==> src/rtl/imem_port_arbiter_pkg.sv <==
// Shared types and helpers for the instruction-memory port arbiter.
package imem_arb_pkg;

  typedef enum logic {OWN_FETCH = 1'b0, OWN_LD = 1'b1} owner_t;
  typedef enum logic {S_IDLE = 1'b0, S_WAIT = 1'b1} state_t;

  localparam int WORD_BYTES = 4;
  // Wide enough for the 1..15 cycle memory latency.
  localparam int CNT_W      = 4;
  // Widest address the alignment helper handles.
  localparam int MAX_AW     = 64;

  // Clear the byte-offset bits so the memory always sees a word address.
  function automatic logic [MAX_AW-1:0] align_word(input logic [MAX_AW-1:0] addr);
    return addr & ~MAX_AW'(WORD_BYTES - 1);
  endfunction

endpackage

==> src/rtl/imem_port_arbiter_if.sv <==
// Fetch, loader and memory signals of the instruction-memory arbiter.
// The slave modport is the arbiter; the master modport is its environment
// (IF stage, loader and the memory itself).
interface imem_port_arbiter_if #(
  parameter int ADDR_W = 32
);
  logic              fetch_req;
  logic [ADDR_W-1:0] fetch_addr;
  logic              fetch_flush;
  logic              fetch_gnt;
  logic              fetch_rvalid;
  logic [31:0]       fetch_rdata;

  logic              ld_req;
  logic              ld_we;
  logic [ADDR_W-1:0] ld_addr;
  logic [31:0]       ld_wdata;
  logic              ld_gnt;
  logic              ld_rvalid;
  logic [31:0]       ld_rdata;

  logic              mem_en;
  logic              mem_we;
  logic [ADDR_W-1:0] mem_addr;
  logic [31:0]       mem_wdata;
  logic [31:0]       mem_rdata;

  logic              err;

  modport slave (
    input  fetch_req, fetch_addr, fetch_flush,
    output fetch_gnt, fetch_rvalid, fetch_rdata,
    input  ld_req, ld_we, ld_addr, ld_wdata,
    output ld_gnt, ld_rvalid, ld_rdata,
    output mem_en, mem_we, mem_addr, mem_wdata,
    input  mem_rdata,
    output err
  );

  modport master (
    output fetch_req, fetch_addr, fetch_flush,
    input  fetch_gnt, fetch_rvalid, fetch_rdata,
    output ld_req, ld_we, ld_addr, ld_wdata,
    input  ld_gnt, ld_rvalid, ld_rdata,
    input  mem_en, mem_we, mem_addr, mem_wdata,
    output mem_rdata,
    input  err
  );
endinterface

==> src/rtl/imem_port_arbiter_pick.sv <==
// Grant select between fetch and loader requests.
// IMEM_ARB_RR_EN: round-robin on ties (last owner starts as fetch);
// otherwise the loader always wins a tie.
module imem_arb_pick
  import imem_arb_pkg::*;
(
`ifdef IMEM_ARB_RR_EN
  input  logic clk,
  input  logic rst,
`endif
  input  logic grant_en_i,
  input  logic fetch_req_i,
  input  logic ld_req_i,
  output logic fetch_gnt_o,
  output logic ld_gnt_o
);

`ifdef IMEM_ARB_RR_EN
  owner_t last_q, last_d;

  // Remember who owned the most recently granted access.
  always_ff @(posedge clk) begin
    if (rst) last_q <= OWN_FETCH;
    else     last_q <= last_d;
  end

  // On a tie the requester that did not win last time is granted.
  always_comb begin
    fetch_gnt_o = 1'b0;
    ld_gnt_o    = 1'b0;
    last_d      = last_q;
    if (grant_en_i) begin
      if (fetch_req_i && ld_req_i) begin
        if (last_q == OWN_FETCH) ld_gnt_o    = 1'b1;
        else                     fetch_gnt_o = 1'b1;
      end else begin
        fetch_gnt_o = fetch_req_i;
        ld_gnt_o    = ld_req_i;
      end
      if (ld_gnt_o)         last_d = OWN_LD;
      else if (fetch_gnt_o) last_d = OWN_FETCH;
    end
  end
`else
  // Fixed priority: the loader always beats the fetch port.
  always_comb begin
    ld_gnt_o    = grant_en_i && ld_req_i;
    fetch_gnt_o = grant_en_i && fetch_req_i && !ld_req_i;
  end
`endif

endmodule

==> src/rtl/imem_port_arbiter.sv <==
// Shares one fixed-latency instruction memory between the IF-stage fetch
// port and the boot/debug loader. One access outstanding at a time.
// Optional IMEM_ARB_RR_EN selects round-robin tie breaking in imem_arb_pick.
module imem_port_arbiter
  import imem_arb_pkg::*;
#(
  parameter int MEM_LAT     = 1,
  parameter int DEPTH_BYTES = 192,
  parameter int ADDR_W      = 32
) (
  input logic               clk,
  input logic               rst,
  imem_port_arbiter_if.slave bus
);

  state_t           state_q, state_d;
  logic [CNT_W-1:0] cnt_q, cnt_d;
  owner_t           owner_q, owner_d;
  logic             we_q, we_d;
  logic             oor_q, oor_d;
  logic             dropped_q, dropped_d;
  logic [31:0]      fetch_rdata_q, fetch_rdata_d;
  logic [31:0]      ld_rdata_q, ld_rdata_d;

  logic              grant_en, fetch_req_ok;
  logic              fetch_gnt, ld_gnt, any_gnt;
  logic [ADDR_W-1:0] sel_addr;
  logic              sel_oor, sel_mis;
  logic [31:0]       resp_data;
  logic              mem_en, mem_we, err, fetch_rvalid, ld_rvalid;
  logic [ADDR_W-1:0] mem_addr;
  logic [31:0]       mem_wdata;

  // A flushing IF stage must not be granted; only idle cycles can grant.
  assign grant_en     = (state_q == S_IDLE) && !rst;
  assign fetch_req_ok = bus.fetch_req && !bus.fetch_flush;

  imem_arb_pick u_pick (
`ifdef IMEM_ARB_RR_EN
    .clk         (clk),
    .rst         (rst),
`endif
    .grant_en_i  (grant_en),
    .fetch_req_i (fetch_req_ok),
    .ld_req_i    (bus.ld_req),
    .fetch_gnt_o (fetch_gnt),
    .ld_gnt_o    (ld_gnt)
  );

  assign any_gnt  = fetch_gnt || ld_gnt;
  assign sel_addr = ld_gnt ? bus.ld_addr : bus.fetch_addr;
  assign sel_oor  = sel_addr >= ADDR_W'(DEPTH_BYTES);
  assign sel_mis  = sel_addr[1:0] != 2'b00;

  // State, latency counter and per-access context registers.
  always_ff @(posedge clk) begin
    if (rst) begin
      state_q       <= S_IDLE;
      cnt_q         <= '0;
      owner_q       <= OWN_FETCH;
      we_q          <= 1'b0;
      oor_q         <= 1'b0;
      dropped_q     <= 1'b0;
      fetch_rdata_q <= '0;
      ld_rdata_q    <= '0;
    end else begin
      state_q       <= state_d;
      cnt_q         <= cnt_d;
      owner_q       <= owner_d;
      we_q          <= we_d;
      oor_q         <= oor_d;
      dropped_q     <= dropped_d;
      fetch_rdata_q <= fetch_rdata_d;
      ld_rdata_q    <= ld_rdata_d;
    end
  end

  // Next state, memory strobes and response pulses.
  always_comb begin
    state_d       = state_q;
    cnt_d         = cnt_q;
    owner_d       = owner_q;
    we_d          = we_q;
    oor_d         = oor_q;
    dropped_d     = dropped_q;
    fetch_rdata_d = fetch_rdata_q;
    ld_rdata_d    = ld_rdata_q;
    mem_en        = 1'b0;
    mem_we        = 1'b0;
    mem_addr      = '0;
    mem_wdata     = '0;
    err           = 1'b0;
    fetch_rvalid  = 1'b0;
    ld_rvalid     = 1'b0;
    // Writes and out-of-range accesses answer with zero.
    resp_data     = (we_q || oor_q) ? 32'h0 : bus.mem_rdata;

    case (state_q)
      S_IDLE: begin
        if (any_gnt) begin
          state_d   = S_WAIT;
          cnt_d     = CNT_W'(MEM_LAT);
          owner_d   = ld_gnt ? OWN_LD : OWN_FETCH;
          we_d      = ld_gnt && bus.ld_we;
          oor_d     = sel_oor;
          dropped_d = 1'b0;
          err       = sel_mis || sel_oor;
          // Out-of-range accesses never touch the memory.
          if (!sel_oor) begin
            mem_en   = 1'b1;
            mem_we   = ld_gnt && bus.ld_we;
            mem_addr = ADDR_W'(align_word(MAX_AW'(sel_addr)));
            if (ld_gnt && bus.ld_we) mem_wdata = bus.ld_wdata;
          end
        end
      end
      S_WAIT: begin
        cnt_d = cnt_q - CNT_W'(1);
        if (owner_q == OWN_FETCH && bus.fetch_flush) dropped_d = 1'b1;
        if (cnt_q == CNT_W'(1)) begin
          state_d = S_IDLE;
          if (!rst) begin
            if (owner_q == OWN_LD) begin
              ld_rvalid  = 1'b1;
              ld_rdata_d = resp_data;
            end else if (!dropped_q && !bus.fetch_flush) begin
              fetch_rvalid  = 1'b1;
              fetch_rdata_d = resp_data;
            end
          end
        end
      end
      default: state_d = S_IDLE;
    endcase
  end

  assign bus.fetch_gnt    = fetch_gnt;
  assign bus.ld_gnt       = ld_gnt;
  assign bus.fetch_rvalid = fetch_rvalid;
  assign bus.ld_rvalid    = ld_rvalid;
  assign bus.fetch_rdata  = rst ? 32'h0 : fetch_rdata_d;
  assign bus.ld_rdata     = rst ? 32'h0 : ld_rdata_d;
  assign bus.mem_en       = mem_en;
  assign bus.mem_we       = mem_we;
  assign bus.mem_addr     = mem_addr;
  assign bus.mem_wdata    = mem_wdata;
  assign bus.err          = err;

endmodule
==> src/flat_wrapper.sv <==
// flat-port wrapper written by rule: the top's interface ports become plain ports
module imem_port_arbiter_flat import imem_arb_pkg::*;
#(
  parameter int MEM_LAT     = 1,
  parameter int DEPTH_BYTES = 192,
  parameter int ADDR_W      = 32
)
  (clk, rst, bus_fetch_req, bus_fetch_addr, bus_fetch_flush, bus_fetch_gnt, bus_fetch_rvalid, bus_fetch_rdata, bus_ld_req, bus_ld_we, bus_ld_addr, bus_ld_wdata, bus_ld_gnt, bus_ld_rvalid, bus_ld_rdata, bus_mem_en, bus_mem_we, bus_mem_addr, bus_mem_wdata, bus_mem_rdata, bus_err);
  imem_port_arbiter_if #(.ADDR_W(ADDR_W)) bus_i ();
  input logic clk;
  input logic rst;
  input wire logic [$bits(bus_i.fetch_req)-1:0] bus_fetch_req;
  input wire logic [$bits(bus_i.fetch_addr)-1:0] bus_fetch_addr;
  input wire logic [$bits(bus_i.fetch_flush)-1:0] bus_fetch_flush;
  output wire logic [$bits(bus_i.fetch_gnt)-1:0] bus_fetch_gnt;
  output wire logic [$bits(bus_i.fetch_rvalid)-1:0] bus_fetch_rvalid;
  output wire logic [$bits(bus_i.fetch_rdata)-1:0] bus_fetch_rdata;
  input wire logic [$bits(bus_i.ld_req)-1:0] bus_ld_req;
  input wire logic [$bits(bus_i.ld_we)-1:0] bus_ld_we;
  input wire logic [$bits(bus_i.ld_addr)-1:0] bus_ld_addr;
  input wire logic [$bits(bus_i.ld_wdata)-1:0] bus_ld_wdata;
  output wire logic [$bits(bus_i.ld_gnt)-1:0] bus_ld_gnt;
  output wire logic [$bits(bus_i.ld_rvalid)-1:0] bus_ld_rvalid;
  output wire logic [$bits(bus_i.ld_rdata)-1:0] bus_ld_rdata;
  output wire logic [$bits(bus_i.mem_en)-1:0] bus_mem_en;
  output wire logic [$bits(bus_i.mem_we)-1:0] bus_mem_we;
  output wire logic [$bits(bus_i.mem_addr)-1:0] bus_mem_addr;
  output wire logic [$bits(bus_i.mem_wdata)-1:0] bus_mem_wdata;
  input wire logic [$bits(bus_i.mem_rdata)-1:0] bus_mem_rdata;
  output wire logic [$bits(bus_i.err)-1:0] bus_err;
  assign bus_i.fetch_req = bus_fetch_req;
  assign bus_i.fetch_addr = bus_fetch_addr;
  assign bus_i.fetch_flush = bus_fetch_flush;
  assign bus_fetch_gnt = bus_i.fetch_gnt;
  assign bus_fetch_rvalid = bus_i.fetch_rvalid;
  assign bus_fetch_rdata = bus_i.fetch_rdata;
  assign bus_i.ld_req = bus_ld_req;
  assign bus_i.ld_we = bus_ld_we;
  assign bus_i.ld_addr = bus_ld_addr;
  assign bus_i.ld_wdata = bus_ld_wdata;
  assign bus_ld_gnt = bus_i.ld_gnt;
  assign bus_ld_rvalid = bus_i.ld_rvalid;
  assign bus_ld_rdata = bus_i.ld_rdata;
  assign bus_mem_en = bus_i.mem_en;
  assign bus_mem_we = bus_i.mem_we;
  assign bus_mem_addr = bus_i.mem_addr;
  assign bus_mem_wdata = bus_i.mem_wdata;
  assign bus_i.mem_rdata = bus_mem_rdata;
  assign bus_err = bus_i.err;
  imem_port_arbiter #(.MEM_LAT(MEM_LAT), .DEPTH_BYTES(DEPTH_BYTES), .ADDR_W(ADDR_W)) u_core (.clk(clk), .rst(rst), .bus(bus_i));
endmodule
==> config.mk <==
export PLATFORM = sky130hd
export DESIGN_NAME = imem_port_arbiter_flat
export DESIGN_NICKNAME = d
export VERILOG_FILES = /design/src/rtl/imem_port_arbiter_pkg.sv /design/src/rtl/imem_port_arbiter_if.sv /design/src/rtl/imem_port_arbiter_pick.sv /design/src/rtl/imem_port_arbiter.sv /design/src/flat_wrapper.sv
export SDC_FILE = /design/constraint.sdc
export NUM_CORES = 1
export LEC_CHECK = 0
export BUFFER_PORTS_ARGS = -buffer_cell sky130_fd_sc_hd__buf_4
export CORE_AREA = 2 2 105 107
export DETAILED_ROUTE_END_ITERATION = 10
export DIE_AREA = 0 0 107 109
export PLACE_DENSITY = 0.72
export SYNTH_ARGS = -nofsm -noshare
export SYNTH_HDL_FRONTEND = slang
export SYNTH_SLANG_ARGS = --single-unit
==> constraint.sdc <==
create_clock -name clk -period 2 [get_ports clk]
set_input_delay 0.1 -clock clk [delete_from_list [all_inputs] [get_ports clk]]
set_output_delay 0.1 -clock clk [all_outputs]
set_load 0.01 [all_outputs]
==> results of run 1 <==
## cells by family after synthesis
family | after synthesis | synth area share
simple gates | 222 | 0.3290
compound gates | 82 | 0.1246
flops | 73 | 0.4182
buf+inv | 69 | 0.1142
fa+ha+maj | 2 | 0.007160
other cells | 1 | 0.001073
xor+xnor | 1 | 0.002507
mux | 1 | 0.003222
## flip-flops by register name, indices dropped and copies added, names as in the netlist
register              cells
u_core.dropped_q          1
u_core.oor_q              1
u_core.ld_rdata_q        32
u_core.fetch_rdata_q     32
u_core.cnt_q              4
u_core.we_q               1
u_core.state_q            1
u_core.owner_q            1
## where the power goes
group | total (mW) | internal [mW] | leakage [nW] | switching [mW]
sequential | 1.50 | 1.48 | 0.591 | 0.0204
combinational | 0.557 | 0.285 | 2.07 | 0.272
clock | 1.28 | 0.731 | 0.113 | 0.546
total | 3.33 | 2.50 | 2.77 | 0.838
## layer usage
layer,part of all wire,wire length (µm),track usage,vias up
li1,-,-,-,1997
met1,0.42,5787,0.2635,1967
met2,0.51,7025,0.3840,175
met3,0.066,913,0.04722,2
met4,0.0020,28,0.04731,0
met5,0,0,0,-
## cell usage in the layout (no fill, tap or decap), types with 3 or more instances in the layout
cell type and instances:
buf_12 5, nand2_2 12, inv_1 4, dfxtp_2 3, buf_6 44, nand3_1 71, a21oi_2 28, nand2_4 5
dfxtp_1 70, buf_4 225, nand2b_1 3, and2_4 33, conb_1 26, nor2_1 6, nand2_1 52, clkbuf_8 10
nand3_2 7, a21oi_1 44, nor4_1 12
## layout make-up
| class | count | area, µm² | area share |
|---|---|---|---|
| flip-flops and latches | 73 | 1465 | 0.2299 |
| well taps | 140 | 175.2 | 0.02748 |
| clock inverters | 5 | 78.83 | 0.01237 |
| inverters | 6 | 27.53 | 0.004319 |
| repair buffers | 280 | 2420 | 0.3797 |
| multi-input cells | 334 | 2069 | 0.3247 |
| clock buffers | 10 | 137.6 | 0.02159 |
## worst reg2reg max path, delay by kind of cell (launching register included)
family,cells,cell delay (ps)
DFF,1,330
and+or+nand+nor,3,1060
adders and majority gates,1,120
buffers and inverters,3,450
AOI/OAI and AO/OA,1,70
## worst max-delay path by stage
stage	start	end	cells after the start
after floorplan	u_core.cnt_q[1]	u_core.fetch_rdata_q[10]	8
after global placement	u_core.cnt_q[1]	bus_fetch_rdata[5]	9
after global routing	u_core.cnt_q[1]	bus_fetch_rdata[5]	10
final	u_core.cnt_q[1]	bus_fetch_rdata[4]	8
after detailed placement	u_core.cnt_q[1]	bus_fetch_rdata[8]	9
after CTS	u_core.cnt_q[1]	bus_fetch_rdata[30]	8
## repair_timing
item | CTS | global route
gates resized for setup | 59 | 100
setup buffers | 9 | 10
cloned | 7 | 3
pin swaps | 15 | 34
endpoints found under the setup margin | 105 | 130
## metrics by stage
step                      power (mW)  std cells
after floorplan                1.758        476
after global placement         2.016        809
after detailed placement       2.026        809
after CTS                      3.336        840
after global routing           3.482        848
final                          3.334        848
==> metrics.md, run 1 <==
| Metric | Value |
|---|---|
| Status | `finished with violations` |
| Failing checks | `negative setup slack` |
| FP Rows | `38` |
| FF-to-FF path depth | `8` |
| CTS tree | `yes` |
| Post-Syn Area per Cell | `7.749 µm²` |
| Post-synthesis sequential area ratio | `0.4182` |
| Final Cycle Share | `1.244` |
| Syn Inst Count | `451` |
| Pre-CTS WS | `-162.0 ps` |
| Worst path required time | `1900 ps` |
| Post-DP HPWL | `8958 µm` |
| GRT Resource Usage Total | `0.2142` |
| Setup CP Type | `reg2out` |
| Initial Util | `0.3296` |
| CTS max path bufs | `2` |
| DRC Markers | `0` |
| RSZ-0062 raised after global routing | `yes` |
| Post-synthesis cell type with the largest combined area | `dfxtp_1` |
| 1st-pass router iterations | `5` |
| Width of the die | `107 µm` |
| Final setup vio count | `87` |
| Via density | `4.883` |
| WL per Instance | `16.22 µm` |
| Hold Slack | `39.85 ps` |
| Initial antenna violation count | `0` |
| Synth warnings | `0` |
| Largest stage delay on the critical path | `590 ps` |
| CP Cell Sequence | `inv_2 -> ha_4 -> or3b_4 -> or4_4 -> buf_12 -> nand2_1 -> a21oi_2 -> buf_4` |
| Die Y | `109 µm` |
| Worst r2r dst | `u_core.fetch_rdata_q[5]` |
| WHS Path Cells | `3` |
| Post-route cell area | `6374 µm²` |
| Clock transition at path regs | `90 ps` |
| Power Dens Cells | `523.2 nW/µm²` |
| Global-route wire length before repair | `19740 µm` |
| Hold Vio Cnt, Final | `0` |
| Num ports | `269` |
| Async set-reset flop share out of synthesis | `0` |
| Largest delay share family, worst path | `simple AND/OR/NAND/NOR gates` |
| Post-Route WL | `13750 µm` |
| Min Clock Period, post-route | `2488 ps` |
| Flops & latches, synth | `73` |
| Fmax | `402.0 MHz` |
| Most frequent cells after synthesis | `nand3_1 (78), dfxtp_1 (73), a21oi_1 (72)` |
| Worst hold path class | `in2reg` |
| Ant diodes | `0` |
| Worst Hold End | `u_core.fetch_rdata_q[18]` |
| Iter 0 DRT Violations | `210` |
| CP max stage cell | `or4_4` |
| Core ar. | `10600 µm²` |
| FF-to-FF setup slack | `-120 ps` |
| CP Capture Type | `output pin` |
| LEAKAGE | `2.769 nW` |
| Vias post-DR | `4141` |
| Worst Setup Slack, final | `-487.8 ps` |
| Critical R2R Launch | `u_core.cnt_q[1]` |
| Antenna-violating nets left | `0` |
| Clock Sinks | `73` |
| Crit Path Max Fanout | `17` |
| Main synth FF type | `dfxtp_1` |
| Synth area leaders | `dfxtp_1 (42%), nand3_1 (11%), a21oi_1 (10%), nand2_1 (7.4%), and2_1 (5.9%)` |
| Clock Root Buffer | `clkbuf_8` |
| CTS hold repair buffers | `0` |
| Relative slew slack | `0.3569` |
| Util after Layout | `0.6011` |
| Least-Margin Pin Slew | `964.7 ps` |
| Buffers on Ports | `242` |
| Worst path buffer plus inverter count | `3` |
| Max cap viols | `0` |
| Top-count cell post-synth | `nand3_1` |
| Worst vdd ir | `0.0004108 V` |
| Layout Area Growth over Synthesis | `82.38%` |
| Fin Setup TNS | `-19560 ps` |
| Number of CTS-inserted buffers | `9` |
| Min-delay src | `bus_mem_rdata[18]` |
| Arrival time worst endpoint | `2390 ps` |
| DIE AREA | `11660 µm²` |
| Area after DPL | `5393 µm²` |
| Layout cells sized above 1 | `0.5636` |
| Vias in the first global route | `4015` |
| Number of flops mapped to enable cells by yosys | `0` |
| Total global routing overflow | `0` |
| Layout net count | `840` |
| H-tree Lvls | `3` |
| Clk Latency, worst-skew pair | `340 ps` |
| Synth unique cells | `41` |
| Final GP Congestion | `0.7896` |
| Top cell type's share of synthesized area | `0.4182` |
| Clk_skew | `11.71 ps` |
| Pin count of the biggest net entering global routing | `77` |
| Mapped cell area | `3495 µm²` |
| Filler cells | `942` |
| Fin. max-slew vios | `0` |
| Startpoint types | `flop` |
(Power assumes the default switching activity.)
==> inputs of run 2 (changes only) <==
Settings changed: CELL_PAD_IN_SITES_DETAIL_PLACEMENT set to 2, CELL_PAD_IN_SITES_GLOBAL_PLACEMENT set to 2, CORE_AREA 2 2 105 107 to not set, CORE_MARGIN set to 1, CORE_UTILIZATION set to 18, DIE_AREA 0 0 107 109 to not set, PLACE_DENSITY 0.72 to not set, PLACE_DENSITY_LB_ADDON set to 0.1, SKIP_LAST_GASP set to 1, SYNTH_HIERARCHICAL set to 1.
==> run 2 against run 1 <==
The run still ends with negative setup slack left. Clock-buffer cell count stayed put. Flip-flop and latch count stayed put. Final cell count is 14% higher. Worst setup slack better by 21 ps. Critical path type unchanged. Combinational power is 8.3% higher. Global-route usage is 4.3 points lower. Core utilization is 25 points lower.
==> metrics.md, run 2 <==
| Metric | Value |
|---|---|
| Synth warnings | `6 (+6)` |
| Commonest non-fill, non-tap cell in the layout | `buf_4` |
| Worst vdd ir | `0.0002797 V (-32%)` |
| Post-Syn Area per Cell | `7.847 µm² (+1.3%)` |
| Most frequent cells after synthesis | `dfxtp_1 (73), a21oi_1 (69), nand2_1 (69)` |
| Commonest non-fill, non-tap cells in the layout | `buf_4 (236), dfxtp_1 (70), nand2_1 (69)` |
| Vias post-DR | `4203 (+1.5%)` |
| Die Y | `141.3 µm (+30%)` |
| H-tree Lvls | `3 (unchanged)` |
| Fmax | `405.3 MHz (+0.84%)` |
| Arrival time worst endpoint | `2370 ps (-20 ps)` |
| Hold Vio Cnt, Final | `0 (unchanged)` |
| Worst hold path class | `in2reg` |
| LEAKAGE | `2.769 nW (about the same)` |
| CTS max path bufs | `2 (unchanged)` |
| Width of the die | `141.3 µm (+32%)` |
| Number of CTS-inserted buffers | `9 (unchanged)` |
| Top-count cell post-synth | `dfxtp_1` |
| Final Cycle Share | `1.234 (-0.01037)` |
| Antenna-violating nets left | `0 (unchanged)` |
| Max cap viols | `0 (unchanged)` |
| Layout Area Growth over Synthesis | `87.03%` |
| Final setup vio count | `100 (+15%)` |
| Top Registers | `u_core/fetch_rdata_q: 32 flops, u_core/ld_rdata_q: 32 flops, u_core/cnt_q: 4 flops` |
| Relative slew slack | `0.3837 (+0.02686)` |
| Met2 GRT Util | `0.3153 (-0.06872)` |
| Main synth FF type | `dfxtp_1` |
| Busiest layer in global routing | `met2` |
| Clk_skew | `5.485 ps (-6.220 ps)` |
| Clock Sinks | `73 (unchanged)` |
| Met3 Resource Use GR | `0.06311 (+0.01589)` |
| Syn Inst Count | `445 (-1.3%)` |
| Initial Util | `0.1854 (-0.1441)` |
| Total power | `3.622 mW (+8.6%)` |
| Flops & latches, synth | `73 (unchanged)` |
| Power Dens Cells | `554.5 nW/µm² (+6.0%)` |
| 1st-pass router iterations | `4 (-1)` |
| Fin Setup TNS | `-24730 ps (-5175 ps)` |
| Vias in the first global route | `4485 (+12%)` |
| Post-Route WL | `18290 µm (+33%)` |
| Number of flops mapped to enable cells by yosys | `0 (unchanged)` |
| Global-route wire length before repair | `25490 µm (+29%)` |
| Top cell type's share of synthesized area | `0.4185 (about the same)` |
| CP Capture Type | `output pin` |
| Async set-reset flop share out of synthesis | `0 (unchanged)` |
| CTS hold repair buffers | `0 (unchanged)` |
| CTS tree | `yes` |
| Worst Setup Slack, final | `-467.0 ps (+20.73 ps)` |
| Buffers on Ports | `242 (unchanged)` |
| DIE AREA | `19960 µm² (+71%)` |
| Least-Margin Pin Slew | `924.4 ps (-40.30 ps)` |
| Num ports | `269 (unchanged)` |
| Status | `finished with violations` |
| Post-synthesis cell type with the largest combined area | `dfxtp_1` |
| Mapped cell area | `3492 µm² (about the same)` |
| Layout cells sized above 1 | `0.5312 (-0.03240)` |
| Crit Path Max Fanout | `33 (+16)` |
| Setup CP Type | `reg2out` |
| Initial antenna violation count | `1 (+1)` |
| Final GP Congestion | `0.7933 (+0.47%)` |
| Pre-CTS WS | `-142.6 ps (+19.44 ps)` |
| Total global routing overflow | `0 (unchanged)` |
| RSZ-0062 raised after global routing | `yes` |
| Util after Layout | `0.3468 (-0.2543)` |
| Post-DP HPWL | `13500 µm (+51%)` |
| FP Rows | `50 (+32%)` |
| Clock transition at path regs | `60 ps (-30 ps)` |
| Iter 0 DRT Violations | `135 (-36%)` |
| Core ar. | `18830 µm² (+78%)` |
| Worst path required time | `1900 ps (about the same)` |
| Clk Latency, worst-skew pair | `340 ps (about the same)` |
| Fin. max-slew vios | `0 (unchanged)` |
| Min Clock Period, post-route | `2467 ps (-20.73 ps)` |
| GRT Resource Usage Total | `0.1717 (-0.04255)` |
| Clock Root Buffer | `clkbuf_16` |
| DRC Markers | `0 (unchanged)` |
| Failing checks | `negative setup slack` |
| Synth unique cells | `44 (+7.3%)` |
| Post-synthesis sequential area ratio | `0.4185 (about the same)` |
| Startpoint types | `flop` |
| WL per Instance | `18.92 µm (+17%)` |
| Hold Slack | `48.09 ps (+8.244 ps)` |
| Synth area leaders | `dfxtp_1 (42%), a21oi_1 (9.9%), nand3_1 (9.5%), nand2_1 (7.4%), and2_1 (5.7%)` |
| Met1 track utilization from global routing | `0.1780 (-0.08545)` |
| Pin count of the biggest net entering global routing | `76 (-1.3%)` |
| Via density | `4.346 (-11%)` |
| Layout net count | `838 (-0.24%)` |
==> run 2: cell types whose count changed after synthesis, moves of 3 or more <==
cell and delta:
nor3_1 +8, nand3_1 -12, mux2i_1 +6, buf_6 -3, buf_8 +3, a21oi_1 -3
buf_2 -3
==> run 2: final timing paths <==
check                           slack (ps)                        to                 start  cells past startpoint
worst min register to register         460      u_core/ld_rdata_q[1]  u_core/ld_rdata_q[1]                      2
worst min-delay path                    50      u_core/ld_rdata_q[1]      bus_mem_rdata[1]                      3
worst max register to register           0  u_core/fetch_rdata_q[20]       u_core/cnt_q[1]                      7
worst max-delay path                  -470       bus_fetch_rdata[20]       u_core/cnt_q[1]                      8
==> run 2: what timing repair did <==
item	in CTS	in global routing
pin swaps	2	37
resized for setup	19	103
gates cloned	1	8
endpoints found under the hold margin	0	0
setup endpoints to repair	118	138
setup buffers	1	11
==> run 2: metal layers <==
metal	part of all wire	up-vias
met5	0	-
met1	0.38	2040
met2	0.52	161
met3	0.077	17
li1	-	1985
met4	0.024	0
==> run 2: kinds of logic after synthesis <==
kind of cell | Yosys count | share of synthesized area
AND/OR/NAND/NOR | 218 | 0.3192
AO/OA/AOI/OAI | 79 | 0.1215
flip-flops | 73 | 0.4185
buffers and inverters | 64 | 0.1096
multiplexers | 7 | 0.02042
adder cells (fa/ha/maj) | 2 | 0.007165
other | 1 | 0.001074
XOR/XNOR | 1 | 0.002509
==> run 2: power by group <==
group          leakage (nW)  internal [mW]  switching (mW)
combinational          2.04          0.306           0.297
clock                 0.135          0.865           0.653
sequential            0.590           1.48          0.0197
==> run 2: critical path: stages, from the launching register on <==
cell,delay (ps)
dfxtp_2,330
inv_2,80
ha_4,120
or3b_4,400
or4_4,510
buf_12,190
nand2_1,90
a21oi_1,90
buf_4,200
==> run 2: metrics by stage <==
| step | cell area, µm² | instances |
|---|---|---|
| 4_1_cts | 5906 | 947 |
| 2_1_floorplan | 3590 | 470 |
| 6_report | 6531 | 967 |
| 3_3_place_gp | 5549 | 930 |
| 5_1_grt | 6531 | 967 |
| 3_5_place_dp | 5549 | 930 |
==> run 2: layout make-up <==
type,instances,area (µm²)
Tap cell,260,325.3
Clock buffer,10,239.0
Antenna cell,1,2.502
Inverter,5,18.77
Fill cell,2160,12300
Clock inverter,5,31.28
Multi-Input combinational cell,334,2056
Timing Repair Buffer,279,2394
Sequential cell,73,1465
